[src/rtl/fifo_rr_drain_pkg.sv]
// Shared helpers for the round-robin FIFO drain block and its arbiter.
package fifo_rr_drain_pkg;

  // Index width for n sources; a single source still needs one bit.
  function automatic int idx_width(input int n);
    return (n <= 1) ? 1 : $clog2(n);
  endfunction

endpackage

[src/rtl/fifo_rr_drain_rr_arbiter.sv]
// Combinational round-robin arbiter: lowest set request at or after ptr_i,
// wrapping, found by a priority scan over the request vector doubled.
module rr_arbiter
  import fifo_rr_drain_pkg::*;
#(
  parameter int N = 4,
  localparam int SRC_W = idx_width(N)
) (
  input  logic [N-1:0]     req_i,
  input  logic [SRC_W-1:0] ptr_i,
  output logic [N-1:0]     gnt_onehot_o,
  output logic [SRC_W-1:0] gnt_idx_o,
  output logic             any_o
);

  logic [2*N-1:0] req_dbl;
  logic [2*N-1:0] mask;
  logic [2*N-1:0] masked;
  logic           found;

  assign req_dbl = {req_i, req_i};
  assign any_o   = |req_i;

  // The upper copy is never masked, so any request is reached within N positions of ptr_i.
  genvar gi;
  generate
    for (gi = 0; gi < 2 * N; gi++) begin : g_mask
      assign mask[gi] = ({1'b0, ptr_i} <= (SRC_W + 1)'(gi));
    end
  endgenerate

  assign masked = req_dbl & mask;

  always_comb begin
    gnt_idx_o = '0;
    found     = 1'b0;
    for (int j = 0; j < 2 * N; j++) begin
      if (!found && masked[j]) begin
        found     = 1'b1;
        gnt_idx_o = (j >= N) ? SRC_W'(j - N) : SRC_W'(j);
      end
    end
  end

  generate
    for (gi = 0; gi < N; gi++) begin : g_onehot
      assign gnt_onehot_o[gi] = any_o && (gnt_idx_o == SRC_W'(gi));
    end
  endgenerate

endmodule

[src/rtl/fifo_rr_drain.sv]
// Round-robin drain of NUM_SRC FWFT FIFOs into one registered valid/ready output stage.
module fifo_rr_drain
  import fifo_rr_drain_pkg::*;
#(
  parameter int NUM_SRC    = 4,
  parameter int DATA_WIDTH = 32,
  localparam int SRC_W     = idx_width(NUM_SRC)
) (
  input  logic                          clk,
  input  logic                          rst_n,
  input  logic [NUM_SRC-1:0]            src_empty_i,
  input  logic [NUM_SRC*DATA_WIDTH-1:0] src_data_i,
  output logic [NUM_SRC-1:0]            src_r_en_o,
  output logic                          out_valid_o,
  input  logic                          out_ready_i,
  output logic [DATA_WIDTH-1:0]         out_data_o,
  output logic [SRC_W-1:0]              out_src_o
);

  logic [NUM_SRC-1:0]    req;
  logic [NUM_SRC-1:0]    gnt_onehot;
  logic [SRC_W-1:0]      gnt_idx;
  logic                  any_req;
  logic                  load_en;
  logic                  pop;
  logic [DATA_WIDTH-1:0] src_word [NUM_SRC];

  logic                  out_valid_q, out_valid_d;
  logic [DATA_WIDTH-1:0] out_data_q, out_data_d;
  logic [SRC_W-1:0]      out_src_q, out_src_d;
  logic [SRC_W-1:0]      rr_ptr_q, rr_ptr_d;

  assign req = ~src_empty_i;

  rr_arbiter #(.N(NUM_SRC)) u_arb (
    .req_i        (req),
    .ptr_i        (rr_ptr_q),
    .gnt_onehot_o (gnt_onehot),
    .gnt_idx_o    (gnt_idx),
    .any_o        (any_req)
  );

  genvar gi;
  generate
    for (gi = 0; gi < NUM_SRC; gi++) begin : g_word
      assign src_word[gi] = src_data_i[DATA_WIDTH*(gi+1)-1 -: DATA_WIDTH];
    end
  endgenerate

  always_comb begin
    load_en     = !out_valid_q || out_ready_i;
    pop         = load_en && any_req;
    // Gated by rst_n so the FIFOs are never popped while the output stage is held in reset.
    src_r_en_o  = (pop && rst_n) ? gnt_onehot : '0;
    out_valid_d = out_valid_q;
    out_data_d  = out_data_q;
    out_src_d   = out_src_q;
    rr_ptr_d    = rr_ptr_q;
    if (pop) begin
      out_valid_d = 1'b1;
      out_data_d  = src_word[gnt_idx];
      out_src_d   = gnt_idx;
      rr_ptr_d    = (gnt_idx == SRC_W'(NUM_SRC - 1)) ? '0 : gnt_idx + SRC_W'(1);
    end else if (load_en) begin
      out_valid_d = 1'b0;
    end
  end

  always_ff @(posedge clk or negedge rst_n) begin
    if (!rst_n) begin
      out_valid_q <= 1'b0;
      out_data_q  <= '0;
      out_src_q   <= '0;
      rr_ptr_q    <= '0;
    end else begin
      out_valid_q <= out_valid_d;
      out_data_q  <= out_data_d;
      out_src_q   <= out_src_d;
      rr_ptr_q    <= rr_ptr_d;
    end
  end

  assign out_valid_o = out_valid_q;
  assign out_data_o  = out_data_q;
  assign out_src_o   = out_src_q;

endmodule

[config.mk]
export PLATFORM = sky130hd
export DESIGN_NAME = fifo_rr_drain
export DESIGN_NICKNAME = d
export VERILOG_FILES = /design/src/rtl/fifo_rr_drain_pkg.sv /design/src/rtl/fifo_rr_drain_rr_arbiter.sv /design/src/rtl/fifo_rr_drain.sv
export SDC_FILE = /design/constraint.sdc
export NUM_CORES = 1
export LEC_CHECK = 0
export ABC_CLOCK_PERIOD_IN_PS = 2600
export CORE_AREA = 3 3 71 107
export DETAILED_ROUTE_END_ITERATION = 8
export DIE_AREA = 0 0 74 110
export PLACE_DENSITY = 0.88
export SLEW_MARGIN = 20
export SYNTH_ARGS = -nofsm -noshare
export SYNTH_HDL_FRONTEND = slang
export SYNTH_SLANG_ARGS = --single-unit
[constraint.sdc]
create_clock -name clk -period 2.6 [get_ports clk]
set_clock_uncertainty 0.2 [all_clocks]
set_input_delay 0.39 -clock clk [delete_from_list [all_inputs] [get_ports clk]]
set_output_delay 0.39 -clock clk [all_outputs]
set_load 0.01 [all_outputs]
==> results of run 1 <==
-- kinds of logic (layout without fill, tap and decap cells) --
logic type | after synthesis | count (layout) | synth area share
AOI/OAI and AO/OA | 104 | 104 | 0.282
muxes | 1 | 1 | 0.00426
DFF | 37 | 37 | 0.394
adders and majority gates | 4 | 4 | 0.0213
and+or+nand+nor | 147 | 147 | 0.249
buffers and inverters | 27 | 202 | 0.0490
-- flip-flops by register name (all words and copies together), names as in the netlist --
signal and count:
out_valid_o 1, out_data_o 32, rr_ptr_q 2, out_src_o 2
-- area by class of cell --
class / count / area, um2
fillers: 569 / 2490
repair buffers: 190 / 1860
multi-input cells: 256 / 1340
flip-flops and latches: 37 / 927
well taps: 78 / 97.6
clock buffers: 8 / 80.1
inverters: 4 / 15.0
-- per-stage QoR --
stage,utilization,hold WS (ns),power [mW],TNS [ns]
2_1_floorplan,-,-0.106,1.71,0
5_1_grt,0.634,0.0517,3.23,0
4_1_cts,0.636,0.0189,3.04,0
3_5_place_dp,0.618,0.267,2.60,-5.62
6_report,0.634,0.00718,3.00,0
3_3_place_gp,0.618,0.261,2.55,-2.99
-- cells in the mapped netlist --
master | number | area share
nand2_1 | 133 | 0.21
a21oi_1 | 65 | 0.14
dfrtp_1 | 37 | 0.39
a211o_1 | 32 | 0.12
buf_2 | 11 | 0.023
clkbuf_1 | 10 | 0.016
and3_1 | 4 | 0.011
ha_1 | 4 | 0.021
inv_1 | 3 | 0.0048
nand2b_1 | 3 | 0.0080
a21o_1 | 2 | 0.0064
buf_1 | 2 | 0.0032
o21ai_0 | 2 | 0.0043
a221oi_2 | 1 | 0.0064
and2_0 | 1 | 0.0027
and2_1 | 1 | 0.0027
and3b_1 | 1 | 0.0037
inv_2 | 1 | 0.0016
mux2i_1 | 1 | 0.0043
nand3_1 | 1 | 0.0021
nand4_1 | 1 | 0.0027
nor2_1 | 1 | 0.0016
nor2b_1 | 1 | 0.0027
o21bai_1 | 1 | 0.0032
o221ai_1 | 1 | 0.0037
-- path summary, 6_finish.rpt --
path	from	to	slack (ns)	cells past startpoint
setup reg to reg	rr_ptr_q[1]	out_data_o[23]	0.22	9
max in group asynchronous	rst_n	rr_ptr_q[1]	1.83	2
setup / recovery	rr_ptr_q[1]	src_r_en_o[3]	0.10	6
min in group clk	out_src_o[1]	out_src_o[1]	0.28	2
hold reg to reg	out_src_o[1]	out_src_o[1]	0.28	2
hold / removal	rst_n	out_data_o[22]	0.007	2
-- power by group through the flow --
stage                     Clock, mW  Combinational, mW  Sequential (mW)
after CTS                     0.402               1.71            0.928
after global routing          0.424               1.85            0.954
after global placement            0               1.62            0.923
final                         0.386               1.69            0.927
after floorplan                   0              0.689             1.02
after detailed placement          0               1.66            0.934
-- repair_timing --
item | CTS | global route
hold buffers | 0 | 0
setup endpoints to repair | 4 | 3
setup buffers | 4 | 0
resized for setup | 15 | 3
pin swaps | 2 | 0
-- layer usage --
layer	global-route usage	up-vias	wire length, um	share of wire
met4	0.0984	0	305	0.034
met3	0.0463	22	621	0.069
met5	0	-	0	0
li1	-	1438	-	-
met1	0.214	1405	3210	0.36
met2	0.424	134	4860	0.54
==> metrics.txt, run 1 <==
status=complete, no violations; Rows=37; I/O pin cnt=174; Via Count=between 2000 and 3000; Max Cap Violations=0; CTS buffer count=5; Net Count, Synth=459; Combinational Power Share=0.563; WP buf/inv=2; Tcrit/Tclk final=0.960; Overall Global Routing Usage=0.219; initial antenna violation count=0; RSZ-0062 raised after global routing=no; Seq/Total Area, Yosys=0.394; Crit path largest cell delay=0.45 ns; worst min path class=input pin to async pin; Setup CP Type=flip-flop to output port; CP Max Fanout=5; DP HPWL=6560 um; nature of the critical path endpoint=output port; synthesized instance count=320; ant diodes=0; largest net degree at the start of global routing=66; Sw Pwr=around 1.1 mW; die area=8140 um2; endpoints failing setup=0; GRT overflow=0; Final ANT Viol Nets=0; worst slew pin tran=between 0.6 and 0.7 ns; Final Hold Vio Count=0; H-Tree Level Count=2; fmax=roughly 400 MHz; Yosys Warn Count=0; Seq pwr share=0.308; Clock power frac=0.128; die width=74 um; DR pass1 iterations=4; critical-path cell list=mux2i_2, a221oi_4, buf_4, ha_1, and3_1, clkdlybuf4s15_1; Pleak=2.04 nW; Layout Nets=633; dpl cell area=4210 um2; Avg Inst Size Synth=7.34 um2; Rel. slew slack=0.566; vias in the first global route=3084; commonest cells after routing, fill and taps aside=164 x clkdlybuf4s50_1, 133 x nand2_1, 65 x a21oi_1, 36 x dfrtp_1, 32 x a211o_1; CP arrival=1.91 ns; Slew Limit Fails=0; pre-CTS WS=-0.362 ns; commonest non-fill, non-tap cell in the layout=clkdlybuf4s50_1; DRC Markers=0; Initial Util=0.345; post-layout min period=2.50 ns; clock buffer depth=2; placed cell count=about 560; register bit total from synthesis=37; pwr dens=~700 nW/um2; worst skew pair latency=0.28 ns; CP required=2.01 ns; VDD IR-drop max=406 uV; crit start category=flip-flop; clk slew on worst S/H paths=roughly 0.07 ns; Post-Layout Cell Count=573; DIE HEIGHT=110 um; cell area after layout=4320 um2; internal power=between 1.5 and 2 mW; port bufs=173; CTS tree=done; PnR worst setup slack=approximately 0.10 ns; Unique masters post-synth=25; # clock sinks=37; global-route wire length before repair=13900 um; DRT Wirelength=9000 um; vias per cell=approximately 5.2; Crit-path slowest cell=dfrtp_2; core area=~6800 um2; CTS root buffer=clkbuf_8; switch share=0.368; area grow syn2layout=83.9%; Starting DRT DRC Count=135; CP top delay family=flip-flops; placer congestion estimate=0.786; Post-Syn Area=2350 um2; layout cells sized above 1=0.0646; Routed WL per cell=15.7 um
Power figures use the tool's default switching activity.
==> inputs of run 2 (changes only) <==
--- a/config.mk
+++ b/config.mk
@@ -10,6 +10,7 @@
 export DETAILED_ROUTE_END_ITERATION = 8
 export DIE_AREA = 0 0 74 110
 export PLACE_DENSITY = 0.88
+export SKIP_CTS_REPAIR_TIMING = 1
 export SLEW_MARGIN = 20
 export SYNTH_ARGS = -nofsm -noshare
 export SYNTH_HDL_FRONTEND = slang
==> run 2 against run 1 <==
  * The flow now finishes with violations (setup timing)
  * Non-clock buffer count decreased by 1
  * Flip-flop and latch count unchanged
  * Cell area increased by 0.58%
  * Global-route usage decreased by 0.42 points
  * Highest routed layer unchanged
==> metrics.txt, run 2 (synthesized netlist as in run 1, its figures left out) <==
Layout Nets=632 (-0.16%); clock buffer depth=2 (unchanged); critical-path cell list=mux2i_1, a221oi_4, buf_4, buf_4, inv_2, ha_1, and3_1, dlymetal6s2s_1; pre-CTS WS=-0.362 ns (unchanged); crit path from=rr_ptr_q[1]; largest net degree at the start of global routing=66 (unchanged); worst skew pair latency=0.28 ns (about the same); DR pass1 iterations=4 (unchanged); worst min path class=input pin to async pin; crit start category=flip-flop; fmax=383 MHz (-4.5%); CP Max Fanout=5 (unchanged); H-Tree Level Count=2 (unchanged); dpl cell area=4210 um2 (unchanged); Setup CP Type=flip-flop to output port; CTS tree=done; Tcrit/Tclk final=1.01 (+0.0457); Max Cap Violations=0 (unchanged); pwr dens=690 nW/um2 (-0.85%); status=complete, but fails checks; max FFs per register=32 (unchanged); endpoints failing setup=1 (+1); worst slew pin tran=0.652 ns (+0.000426 ns); ant diodes=0 (unchanged); Starting DRT DRC Count=131 (-3.0%); clk slew on worst S/H paths=0.07 ns (about the same); CTS root buffer=clkbuf_8; DRC Markers=0 (unchanged); post-layout min period=2.61 ns (+0.119 ns); Reg2Reg Launch Point=rr_ptr_q[1]; I/O pin cnt=174 (unchanged); GRT overflow=0 (unchanged); worst r2r dst=out_data_o[23]; flop2flop setup slack=0.10 ns (-0.12 ns); Crit path largest cell delay=0.45 ns (about the same); global-route wire length before repair=13700 um (-1.8%); CP arrival=2.02 ns (+0.11 ns); Crit-path slowest cell=dfrtp_2; initial antenna violation count=0 (unchanged); placer congestion estimate=0.786 (unchanged); VDD IR-drop max=396 uV (-2.6%); DP HPWL=6560 um (unchanged); Via Count=2995 (-0.13%); vias per cell=5.24 (about the same); layout cells sized above 1=0.0567 (-0.00797); WP buf/inv=4 (+2); core area=6810 um2 (unchanged); CTS buffer count=5 (unchanged); # clock sinks=37 (unchanged); Slew Limit Fails=0 (unchanged); die width=74 um (unchanged); Post-Layout Cell Count=572 (-0.17%); port bufs=173 (unchanged); worst r2r path cells=9 (unchanged); Overall Global Routing Usage=0.215 (-0.00419); PnR worst setup slack=-0.0141 ns (-0.119 ns); DRT Wirelength=9100 um (+1.1%); Initial Util=0.345 (unchanged); CP required=2.01 ns (about the same); most frequent CP cell=buf_4; failing checks=setup timing; Routed WL per cell=15.9 um (+1.3%); placed cell count=561 (unchanged); DIE HEIGHT=110 um (unchanged); Total Power=3.00 mW (-0.28%); Rows=37 (unchanged); die area=8140 um2 (unchanged); nature of the critical path endpoint=output port; vias in the first global route=3031 (-1.7%); Pleak=2.13 nW (+4.4%); Final Hold Vio Count=0 (unchanged); CP top delay family=buffers and inverters; area grow syn2layout=84.9%; cell area after layout=4340 um2 (+0.58%); commonest non-fill, non-tap cell in the layout=clkdlybuf4s50_1; Final ANT Viol Nets=0 (unchanged); Rel. slew slack=0.565 (about the same); commonest cells after routing, fill and taps aside=164 x clkdlybuf4s50_1, 133 x nand2_1, 65 x a21oi_1, 36 x dfrtp_1, 32 x a211o_1; RSZ-0062 raised after global routing=yes
-- run 2: changes by cell type in the layout (fill, tap and decap cells not counted), sizes merged --
cell           before  now
buf                18   17
dlygate4sd2         5    0
clkdlybuf4s15       1    0
clkbuf             10    8
dlymetal6s2s        0    8
-- run 2: final cells by class --
class                           count  area (um2)
Clock buffer                        8        80.1
Fill cell                         565        2460
Inverter                            4        15.0
Multi-Input combinational cell    256        1330
Sequential cell                    37         927
Tap cell                           78        97.6
Timing Repair Buffer              189        1890
-- run 2: worst max-delay path by stage --
stage / endpoint / slack (ns) / cells past startpoint
2_1_floorplan: src_r_en_o[3] / 0.40 / 6
3_3_place_gp: src_r_en_o[0] / -0.30 / 7
3_5_place_dp: src_r_en_o[0] / -0.36 / 7
4_1_cts: src_r_en_o[0] / -0.36 / 7
5_1_grt: src_r_en_o[2] / -0.09 / 8
6_report: src_r_en_o[2] / -0.01 / 8
-- run 2: power by group --
group / internal (mW) / total (mW) / switching (mW)
combinational: 0.905 / 1.68 / 0.777
sequential: 0.796 / 0.928 / 0.133
clock: 0.191 / 0.385 / 0.195
total: 1.89 / 3.00 / 1.10
-- run 2: stage by stage --
step                      hold WS, ns  setup TNS, ns   util
after floorplan                -0.106              0      -
after detailed placement        0.267          -5.62  0.618
after global placement          0.261          -2.99  0.618
final                          0.0222        -0.0141  0.638
after global routing           0.0609         -0.142  0.638
after CTS                      0.0189          -1.40  0.630
-- run 2: routing by layer --
layer  vias to the layer above  global-route usage  share of wire
met5                         -                   0              0
met4                         0              0.0855          0.028
met3                        20              0.0454          0.069
met2                       134               0.420           0.55
met1                      1406               0.211           0.36
li1                       1435                   -              -
==> inputs of run 3 (changes only) <==
--- a/config.mk
+++ b/config.mk
@@ -9,7 +9,7 @@
 export CORE_AREA = 3 3 71 107
 export DETAILED_ROUTE_END_ITERATION = 8
 export DIE_AREA = 0 0 74 110
-export PLACE_DENSITY = 0.88
+export PLACE_DENSITY = 0.8
 export SKIP_CTS_REPAIR_TIMING = 1
 export SLEW_MARGIN = 20
 export SYNTH_ARGS = -nofsm -noshare
==> run 3 against run 2 <==
  * Maximum frequency decreased by 0.44%
  * Largest cell class unchanged
  * Critical endpoint is now src_r_en_o[0]
  * The flow still finishes with violations (setup timing)
  * Highest routed layer unchanged
  * Critical path depth is the same
  * Clock power increased by 4%
==> metrics.txt, run 3 (synthesized netlist as in run 1, its figures left out) <==
Slew Limit Fails=0 (unchanged); vias in the first global route=2781 (-8.2%); CTS buffer count=5 (unchanged); fmax=381 MHz (-0.44%); worst skew pair latency=0.27 ns (about the same); DIE HEIGHT=110 um (unchanged); layout cells sized above 1=0.0785 (+0.0218); pwr dens=698 nW/um2 (+1.1%); flop2flop setup slack=0.28 ns (+0.18 ns); clock buffer depth=2 (unchanged); Final Hold Vio Count=0 (unchanged); DRC Markers=0 (unchanged); ant diodes=0 (unchanged); vias per cell=5.13 (-2.1%); failing checks=setup timing; nature of the critical path endpoint=output port; clk slew on worst S/H paths=0.07 ns (about the same); commonest non-fill, non-tap cell in the layout=clkdlybuf4s50_1; Rel. slew slack=0.682 (+0.116); worst r2r path cells=9 (unchanged); DR pass1 iterations=5 (+1); H-Tree Level Count=2 (unchanged); Routed WL per cell=16.0 um (+0.77%); die width=74 um (unchanged); worst r2r dst=out_data_o[30]; pre-CTS WS=-0.429 ns (-0.0672 ns); commonest cells after routing, fill and taps aside=164 x clkdlybuf4s50_1, 133 x nand2_1, 65 x a21oi_1, 36 x dfrtp_1, 32 x a211o_1; worst min path class=input pin to async pin; initial antenna violation count=0 (unchanged); RSZ-0062 raised after global routing=yes; global-route wire length before repair=12800 um (-6.3%); Rows=37 (unchanged); Final ANT Viol Nets=0 (unchanged); VDD IR-drop max=400 uV (+1.0%); worst slew pin tran=0.477 ns (-0.175 ns); largest net degree at the start of global routing=38 (-42%); placer congestion estimate=0.867 (+10%); area grow syn2layout=86.6%; Starting DRT DRC Count=125 (-4.6%); Crit-path slowest cell=dfrtp_2; crit start category=flip-flop; Post-Layout Cell Count=575 (+0.52%); Layout fillers=610 (+8.0%); Max Cap Violations=0 (unchanged); CP required=2.01 ns (about the same); Layout Nets=636 (+0.63%); DP HPWL=6780 um (+3.4%); core area=6810 um2 (unchanged); max FFs per register=32 (unchanged); endpoints failing setup=2 (+1); Reg2Reg Launch Point=rr_ptr_q[1]; Via Count=2947 (-1.6%); DRT Wirelength=9220 um (+1.3%); placed cell count=563 (+0.36%); status=complete, but fails checks; Tcrit/Tclk final=1.01 (+0.00447); Crit path largest cell delay=0.45 ns (about the same); CTS tree=done; die area=8140 um2 (unchanged); Pleak=2.12 nW (-0.59%); Initial Util=0.345 (unchanged); I/O pin cnt=174 (unchanged); CP arrival=2.04 ns (+0.02 ns); post-layout min period=2.63 ns (+0.0116 ns); Setup CP Type=flip-flop to output port; CP Max Fanout=5 (unchanged); critical-path cell list=mux2i_2, a221oi_4, buf_4, buf_6, inv_4, ha_1, and3_1, clkbuf_2; Overall Global Routing Usage=0.203 (-0.0119); port bufs=173 (unchanged); # clock sinks=37 (unchanged); CTS root buffer=clkbuf_8; PnR worst setup slack=-0.0257 ns (-0.0116 ns); GRT overflow=0 (unchanged)
## run 3: through the flow
| step | TNS, ns | cell area [um2] | util | hold WS, ns | total power [mW] |
|---|---|---|---|---|---|
| after floorplan | 0 | 2350 | - | -0.106 | 1.71 |
| after global placement | -1.31 | 4220 | 0.620 | 0.260 | 2.57 |
| after detailed placement | -2.75 | 4220 | 0.620 | 0.264 | 2.60 |
| after CTS | -1.62 | 4310 | 0.633 | 0.0446 | 3.01 |
| after global routing | -0.230 | 4380 | 0.644 | 0.0738 | 3.26 |
| final | -0.0336 | 4380 | 0.644 | 0.0321 | 3.06 |
## run 3: power by group
part           total (mW)  leakage (nW)  switching [mW]  internal, mW
registers           0.930         0.454           0.134         0.796
clock network       0.402        0.0443           0.191         0.210
logic                1.73          1.62           0.789         0.936
total                3.06          2.12            1.11          1.94
## run 3: routing by layer
layer  track usage  part of all wire
met5             0                 0
met4        0.0751             0.025
met3        0.0408             0.067
met2         0.394              0.55
met1         0.205              0.36
## run 3: worst max-delay path by stage
stage / depth (start not counted) / slack [ns] / end / startpoint
3_3_place_gp: 7 / -0.35 / src_r_en_o[2] / src_empty_i[2]
2_1_floorplan: 6 / 0.40 / src_r_en_o[3] / rr_ptr_q[1]
5_1_grt: 8 / -0.1 / src_r_en_o[0] / rr_ptr_q[1]
4_1_cts: 7 / -0.43 / src_r_en_o[2] / src_empty_i[2]
6_report: 8 / -0.03 / src_r_en_o[0] / rr_ptr_q[1]
3_5_place_dp: 7 / -0.43 / src_r_en_o[2] / src_empty_i[2]
## run 3: layout make-up
| class | count | area [um2] | area share |
|---|---|---|---|
| multi-input cells | 256 | 1340 | 0.306 |
| inverters | 4 | 17.5 | 0.00400 |
| clock buffers | 7 | 86.3 | 0.0197 |
| flip-flops and latches | 37 | 927 | 0.212 |
| repair buffers | 193 | 1910 | 0.436 |
| well taps | 78 | 97.6 | 0.0223 |
## run 3: worst max-delay path, delay by kind of cell (launching register included)
kind	cells	cell delay, ns
adder cells (fa/ha/maj)	1	0.17
flip-flops	1	0.45
buffers and inverters	4	0.46
AO/OA/AOI/OAI	1	0.36
multiplexers	1	0.19
AND/OR/NAND/NOR	1	0.14
